--- src/rtl/voxel_stepper.sv ---
// voxel_stepper: 3D DDA voxel traversal engine.
// Walks the voxel grid one voxel per step, querying an external occupancy store
// for each voxel. It stops on the first solid voxel, on grid exit, or when the
// step limit is reached, and then holds the result until the consumer accepts it.
// Optional feature macro: VOXEL_STEPPER_PERF_EN adds the perf_cycles output.
module voxel_stepper #(
    parameter int unsigned X_BITS         = 5,
    parameter int unsigned Y_BITS         = 5,
    parameter int unsigned Z_BITS         = 5,
    parameter int unsigned W              = 24,
    parameter int unsigned MAX_STEPS_BITS = 10
) (
    input  logic                      clk,
    input  logic                      rst,
    input  logic                      job_loaded,
    input  logic [X_BITS-1:0]         ix0,
    input  logic [Y_BITS-1:0]         iy0,
    input  logic [Z_BITS-1:0]         iz0,
    input  logic                      sx,
    input  logic                      sy,
    input  logic                      sz,
    input  logic [W-1:0]              next_x,
    input  logic [W-1:0]              next_y,
    input  logic [W-1:0]              next_z,
    input  logic [W-1:0]              inc_x,
    input  logic [W-1:0]              inc_y,
    input  logic [W-1:0]              inc_z,
    input  logic [MAX_STEPS_BITS-1:0] max_steps,
    output logic                      q_valid,
    output logic [X_BITS-1:0]         q_x,
    output logic [Y_BITS-1:0]         q_y,
    output logic [Z_BITS-1:0]         q_z,
    input  logic                      occ_valid,
    input  logic                      occ_hit,
    output logic                      res_valid,
    input  logic                      res_ready,
    output logic                      res_hit,
    output logic [1:0]                res_reason,
    output logic [X_BITS-1:0]         res_x,
    output logic [Y_BITS-1:0]         res_y,
    output logic [Z_BITS-1:0]         res_z,
    output logic [1:0]                res_face,
    output logic [MAX_STEPS_BITS-1:0] res_steps,
`ifdef VOXEL_STEPPER_PERF_EN
    output logic [15:0]               perf_cycles,
`endif
    output logic                      job_done
);

    typedef enum logic [1:0] {StIdle, StQuery, StWait, StDone} state_e;

    localparam logic [1:0] ReasonHit  = 2'd0;
    localparam logic [1:0] ReasonExit = 2'd1;
    localparam logic [1:0] ReasonMax  = 2'd2;
    localparam logic [1:0] FaceNone   = 2'd3;

    localparam logic [X_BITS-1:0]         OneX = 1;
    localparam logic [Y_BITS-1:0]         OneY = 1;
    localparam logic [Z_BITS-1:0]         OneZ = 1;
    localparam logic [MAX_STEPS_BITS-1:0] OneS = 1;

    state_e                    state_q, state_d;
    logic [X_BITS-1:0]         px_q, px_d;
    logic [Y_BITS-1:0]         py_q, py_d;
    logic [Z_BITS-1:0]         pz_q, pz_d;
    logic [W-1:0]              nx_q, nx_d, ny_q, ny_d, nz_q, nz_d;
    logic [W-1:0]              incx_q, incx_d, incy_q, incy_d, incz_q, incz_d;
    logic                      sx_q, sx_d, sy_q, sy_d, sz_q, sz_d;
    logic [MAX_STEPS_BITS-1:0] max_q, max_d, steps_q, steps_d;
    logic [1:0]                face_q, face_d, reason_q, reason_d;

    logic [1:0] axis;
    logic       x_edge, y_edge, z_edge, axis_edge;

    // Unsigned add that clamps at all-ones instead of wrapping.
    function automatic logic [W-1:0] sat_add(input logic [W-1:0] a, input logic [W-1:0] b);
        logic [W:0] s;
        s = {1'b0, a} + {1'b0, b};
        return s[W] ? {W{1'b1}} : s[W-1:0];
    endfunction

    // Smallest boundary distance picks the step axis; ties favour x, then y.
    always_comb begin
        if (nx_q <= ny_q && nx_q <= nz_q) begin
            axis = 2'd0;
        end else if (ny_q <= nz_q) begin
            axis = 2'd1;
        end else begin
            axis = 2'd2;
        end
    end

    // A voxel on the grid boundary facing the step direction cannot advance.
    assign x_edge    = sx_q ? (&px_q) : ~(|px_q);
    assign y_edge    = sy_q ? (&py_q) : ~(|py_q);
    assign z_edge    = sz_q ? (&pz_q) : ~(|pz_q);
    assign axis_edge = (axis == 2'd0) ? x_edge : (axis == 2'd1) ? y_edge : z_edge;

    // Next-state logic for the traversal FSM and its datapath.
    always_comb begin
        state_d  = state_q;
        px_d     = px_q;
        py_d     = py_q;
        pz_d     = pz_q;
        nx_d     = nx_q;
        ny_d     = ny_q;
        nz_d     = nz_q;
        incx_d   = incx_q;
        incy_d   = incy_q;
        incz_d   = incz_q;
        sx_d     = sx_q;
        sy_d     = sy_q;
        sz_d     = sz_q;
        max_d    = max_q;
        steps_d  = steps_q;
        face_d   = face_q;
        reason_d = reason_q;
        unique case (state_q)
            StIdle: begin
                if (job_loaded) begin
                    state_d = StQuery;
                    px_d    = ix0;
                    py_d    = iy0;
                    pz_d    = iz0;
                    nx_d    = next_x;
                    ny_d    = next_y;
                    nz_d    = next_z;
                    incx_d  = inc_x;
                    incy_d  = inc_y;
                    incz_d  = inc_z;
                    sx_d    = sx;
                    sy_d    = sy;
                    sz_d    = sz;
                    max_d   = max_steps;
                    steps_d = '0;
                    face_d  = FaceNone;
                end
            end
            StQuery: begin
                state_d = StWait;
            end
            StWait: begin
                if (occ_valid) begin
                    if (occ_hit) begin
                        state_d  = StDone;
                        reason_d = ReasonHit;
                    end else if (steps_q == max_q) begin
                        state_d  = StDone;
                        reason_d = ReasonMax;
                    end else if (axis_edge) begin
                        state_d  = StDone;
                        reason_d = ReasonExit;
                        face_d   = axis;
                    end else begin
                        state_d = StQuery;
                        steps_d = steps_q + OneS;
                        face_d  = axis;
                        case (axis)
                            2'd0: begin
                                px_d = sx_q ? px_q + OneX : px_q - OneX;
                                nx_d = sat_add(nx_q, incx_q);
                            end
                            2'd1: begin
                                py_d = sy_q ? py_q + OneY : py_q - OneY;
                                ny_d = sat_add(ny_q, incy_q);
                            end
                            default: begin
                                pz_d = sz_q ? pz_q + OneZ : pz_q - OneZ;
                                nz_d = sat_add(nz_q, incz_q);
                            end
                        endcase
                    end
                end
            end
            StDone: begin
                if (res_ready) begin
                    state_d = StIdle;
                end
            end
            default: begin
                state_d = StIdle;
            end
        endcase
    end

`ifdef VOXEL_STEPPER_PERF_EN
    logic [15:0] perf_q, perf_d;

    // Busy-cycle counter: restarts on an accepted job, saturates, holds while idle.
    always_comb begin
        perf_d = perf_q;
        if (state_q == StIdle) begin
            if (job_loaded) begin
                perf_d = '0;
            end
        end else if (perf_q != 16'hFFFF) begin
            perf_d = perf_q + 16'd1;
        end
    end

    // Performance counter register.
    always_ff @(posedge clk) begin
        if (rst) begin
            perf_q <= '0;
        end else begin
            perf_q <= perf_d;
        end
    end

    assign perf_cycles = perf_q;
`endif

    // State and datapath registers; reset abandons any job in flight.
    always_ff @(posedge clk) begin
        if (rst) begin
            state_q  <= StIdle;
            px_q     <= '0;
            py_q     <= '0;
            pz_q     <= '0;
            nx_q     <= '0;
            ny_q     <= '0;
            nz_q     <= '0;
            incx_q   <= '0;
            incy_q   <= '0;
            incz_q   <= '0;
            sx_q     <= 1'b0;
            sy_q     <= 1'b0;
            sz_q     <= 1'b0;
            max_q    <= '0;
            steps_q  <= '0;
            face_q   <= FaceNone;
            reason_q <= ReasonHit;
        end else begin
            state_q  <= state_d;
            px_q     <= px_d;
            py_q     <= py_d;
            pz_q     <= pz_d;
            nx_q     <= nx_d;
            ny_q     <= ny_d;
            nz_q     <= nz_d;
            incx_q   <= incx_d;
            incy_q   <= incy_d;
            incz_q   <= incz_d;
            sx_q     <= sx_d;
            sy_q     <= sy_d;
            sz_q     <= sz_d;
            max_q    <= max_d;
            steps_q  <= steps_d;
            face_q   <= face_d;
            reason_q <= reason_d;
        end
    end

    assign q_valid    = (state_q == StQuery);
    assign q_x        = px_q;
    assign q_y        = py_q;
    assign q_z        = pz_q;
    assign res_valid  = (state_q == StDone);
    // Reset value of reason_q encodes HIT, so qualify with res_valid.
    assign res_hit    = res_valid && (reason_q == ReasonHit);
    assign res_reason = reason_q;
    assign res_x      = px_q;
    assign res_y      = py_q;
    assign res_z      = pz_q;
    assign res_face   = face_q;
    assign res_steps  = steps_q;
    assign job_done   = res_valid && res_ready;

endmodule
--- config.mk ---
export PLATFORM = sky130hd
export DESIGN_NAME = voxel_stepper
export DESIGN_NICKNAME = d
export VERILOG_FILES = /design/src/rtl/voxel_stepper.sv
export SDC_FILE = /design/constraint.sdc
export NUM_CORES = 1
export LEC_CHECK = 0
export ABC_AREA = 1
export BUFFER_PORTS_ARGS = -buffer_cell sky130_fd_sc_hd__buf_4
export CELL_PAD_IN_SITES_DETAIL_PLACEMENT = 1
export CELL_PAD_IN_SITES_GLOBAL_PLACEMENT = 2
export CORE_ASPECT_RATIO = 2
export CORE_UTILIZATION = 32
export CTS_CLUSTER_DIAMETER = 100
export DETAILED_ROUTE_END_ITERATION = 10
export HOLD_SLACK_MARGIN = 0.02
export PLACE_DENSITY = 0.84
export SYNTH_ARGS = -nofsm -noshare
export SYNTH_HDL_FRONTEND = slang
export SYNTH_SLANG_ARGS = --single-unit
--- constraint.sdc ---
create_clock -name clk -period 2.9 [get_ports clk]
set_clock_uncertainty 0.2 [all_clocks]
set_input_delay 0.58 -clock clk [delete_from_list [all_inputs] [get_ports clk]]
set_output_delay 0.58 -clock clk [all_outputs]
set_load 0.01 [all_outputs]
==> results.sh <==
export IMPL_cts_root_buf="clkbuf_16"
export IMPL_final_cells=3167
export IMPL_grt_use_total_pct=28.7
export IMPL_fin_util_pct=43.7
export IMPL_maxSlewViolCount=0
export IMPL_diodes=0
export IMPL_crit_path_end_kind="flip-flop"
export IMPL_critPathRequiredTime_ns=3.03
export IMPL_pin_count=226
export IMPL_setup_viol=50
export IMPL_antenna_found_initial=0
export IMPL_critPathKind="reg2reg"
export IMPL_finalCriticalPeriod_ns=2.96
export IMPL_drtIter0Drc=661
export IMPL_viasPerCell=5.30
export IMPL_portBuffers=225
export IMPL_synth_compound_area_share_pct=17.3
export IMPL_violations="setup timing"
export IMPL_avgRoutedWirePerCell_um=21.5
export IMPL_drc=0
export IMPL_cts_buffers=17
export IMPL_cts_clk_slew_worst_paths_ns=0.09
export IMPL_ys_flop_type="dfxtp_1"
export IMPL_status="complete, but fails checks"
export IMPL_yosys_area_share_simple_pct=29.8
export IMPL_peakVddDrop_v=0.000563
export IMPL_area_delta_synth_final_pct=34.5
export IMPL_preCtsSetupSlack_ns=-0.215
export IMPL_drt_wl_total_um=68200
export IMPL_fin_crit_sh_pct=102
export IMPL_fmax_mhz=337
export IMPL_rsz0062_at_grt="true"
export IMPL_slowest_stage="dfxtp_2"
export IMPL_worstPathArrival_ns=3.09
export IMPL_nets=2932
export IMPL_antenna_left=0
export IMPL_numClockSinks=188
export IMPL_ys_seq_area_share_pct=25.7
export IMPL_die_w_um=153
export IMPL_cts_buffer_depth=2
export IMPL_ys_warn_count=0
export IMPL_core_sq_um=45100
export IMPL_syn_inst=2255
export IMPL_gp_congestion=0.922
export IMPL_dp_cells=3095
export IMPL_grt_overflow=0
export IMPL_clock_latency_ns=0.48
export IMPL_rows=110
export IMPL_async_flop_share_pct=0
export IMPL_h_tree_depth=4
export IMPL_syn_num_nets=2593
export IMPL_die_h_um=305
export IMPL_grt_pass1_vias=18000
export IMPL_slew_headroom_pct=41.1
export IMPL_grt_pass1_wl_um=101000
export IMPL_synth_top_family_by_area="simple AND/OR/NAND/NOR gates"
export IMPL_grt_start_max_net_pins=154
export IMPL_cp_start_kind="flip-flop"
export IMPL_dieArea_sq_um=46700
export IMPL_synth_avg_cell_area_sq_um=6.50
export IMPL_synth_fa_ha_area_share_pct=14.0
export IMPL_setup_slack_ns=-0.0644
export IMPL_crit_chain="buf_6, clkinvlp_4, ha_4, nand2_2, nor2_4, nand4_1, nor2_2, buf_4, nor2_4, nand3_4, nand3_4, buf_6, a21oi_4, buf_6, buf_12, nand3_2, nand2_1, nor2_1"
export IMPL_tightest_slew_ns=0.876
export IMPL_p_total_w=0.0217
export IMPL_hpwl_um=53300
export IMPL_synth_area_sq_um=14700
export IMPL_start_util_pct=32.5
export IMPL_vias=16800
export IMPL_ys_types=48
export IMPL_cp_slowest_stage_delay_ns=0.35
export IMPL_cts_tree="built"
export IMPL_drive_gt1_share_pct=24.4
export IMPL_p_leak_nw=9.30
export IMPL_fillers=5810
export IMPL_hold_path_class="in2reg"
export IMPL_firstDrtPassIters=5
export IMPL_critPathBufInv=6
export IMPL_synth_edf_count=0
export IMPL_max_cap_violations=0
export IMPL_ys_seq_elements=188
export IMPL_cp_top_family="buffers and inverters"
export IMPL_cts_hold_buf=0
export IMPL_synth_xor_area_share_pct=3.88
export IMPL_power_density_nw_per_um2=1100
export IMPL_final_hold_viol_count=0
export IMPL_crit_fanout=8
export IMPL_path_common_cell="buf_6"
export IMPL_setup_tns_ns=-1.24
export IMPL_synthMuxAreaShare_pct=0
cells in the mapped netlist, drive strengths merged (2+ instances only):
cell      n  share of area (%)
and2      2               0.11
a21oi   265                9.1
xnor2    33                2.0
nand4    41                1.7
buf      44                2.1
o21bai    9               0.46
inv     229                5.9
fa        6               0.82
a31o      2               0.12
a21boi    4               0.20
nor2    266                6.9
o22a      2               0.12
o31ai     2               0.10
a31oi    26                1.1
xor2     32                1.9
nand3b    5               0.26
dfxtp   188                 26
nor3b     2               0.10
nand2   526                 14
a21o     12               0.61
o21ai   137                4.7
or2       7               0.30
nor3     21               0.72
clkbuf   57                1.5
ha      154                 13
nand3   163                5.8
nor4      7               0.30
a211oi    6               0.31
o21a      3               0.15
flip-flops by register name, summed over array words and instances (netlist names):
name,flops
ny_q,24
q_y,5
incz_q,24
sx_q,1
res_steps,10
incx_q,24
nx_q,24
res_reason,2
sy_q,1
incy_q,24
q_x,5
nz_q,24
max_q,10
sz_q,1
state_q,2
q_z,5
res_face,2
path summary, 6_finish.rpt:
| path | start | end | slack (ns) | cells after the start |
|---|---|---|---|---|
| setup / recovery | nz_q[7] | ny_q[0] | -0.06 | 18 |
| hold / removal | inc_x[14] | incx_q[14] | 0.17 | 3 |
| setup reg to reg | nz_q[7] | ny_q[0] | -0.06 | 18 |
| hold reg to reg | incy_q[4] | incy_q[4] | 0.27 | 2 |
cells by family (layout without fill, tap and decap cells):
| logic type | count (synthesis) | count (layout) |
|---|---|---|
| xor gates and xnor gates | 65 | 65 |
| DFF | 188 | 188 |
| AOI/OAI and AO/OA | 472 | 472 |
| buffers and inverters | 330 | 681 |
| and+or+nand+nor | 1040 | 1041 |
| adders and majority gates | 160 | 160 |
per-layer routing:
metal  GRT usage (%)  routed length (um)  vias to the layer above
met1            28.5               24700                     8088
met2            56.5               37600                      374
met3            2.70                1720                      156
met5               0                   0                        -
li1                -                   -                     8152
met4            17.0                4220                        0
tightest hold or removal path: stages:
cell     delay (ns)
buf_4          0.11
nand3_1        0.07
a21oi_1        0.06
power by group:
part,total (W),internal [W],switching [W]
registers,0.00424,0.00335,0.000897
logic,0.0149,0.00626,0.00863
clock network,0.00253,0.00124,0.00129
metrics by stage:
stage,cell area [sq um],hold WS [ns]
after CTS,19000,0.160
after global routing,19700,0.175
after detailed placement,17800,0.260
final,19700,0.172
after global placement,17800,0.255
after floorplan,14700,0.244
placed cells by master, fill, tap and decap left out, types with 12 or more instances in the layout:
cell type	instances
nand2_1	502
buf_4	380
a21oi_1	249
nor2_1	248
inv_1	214
dfxtp_1	153
nand3_1	143
ha_1	141
o21ai_0	91
nand4_1	41
xnor2_1	33
xor2_1	32
dfxtp_2	28
o21ai_1	25
a31oi_1	25
clkbuf_16	25
o21ai_2	18
nor3_1	17
nand2_2	17
buf_6	15
nor2_2	13
a21oi_2	13
nand3_2	13
a21o_1	12
final cells by class:
| type | instances | area (sq um) | share of cell area (%) |
|---|---|---|---|
| Clock inverter | 14 | 179 | 0.907 |
| Timing Repair Buffer | 420 | 3580 | 18.1 |
| Tap cell | 560 | 701 | 3.55 |
| Multi-Input combinational cell | 1738 | 10100 | 51.4 |
| Clock buffer | 18 | 429 | 2.18 |
| Sequential cell | 188 | 3820 | 19.4 |
| Inverter | 229 | 876 | 4.44 |
repair_timing:
item	4_1_cts	5_1_grt
pin swaps	14	35
setup endpoints to repair	97	99
gates resized for setup	104	129
hold endpoints to repair	0	0
gates cloned	4	12
setup buffers	16	9
No activity file was read; power rests on OpenSTA's default activity.
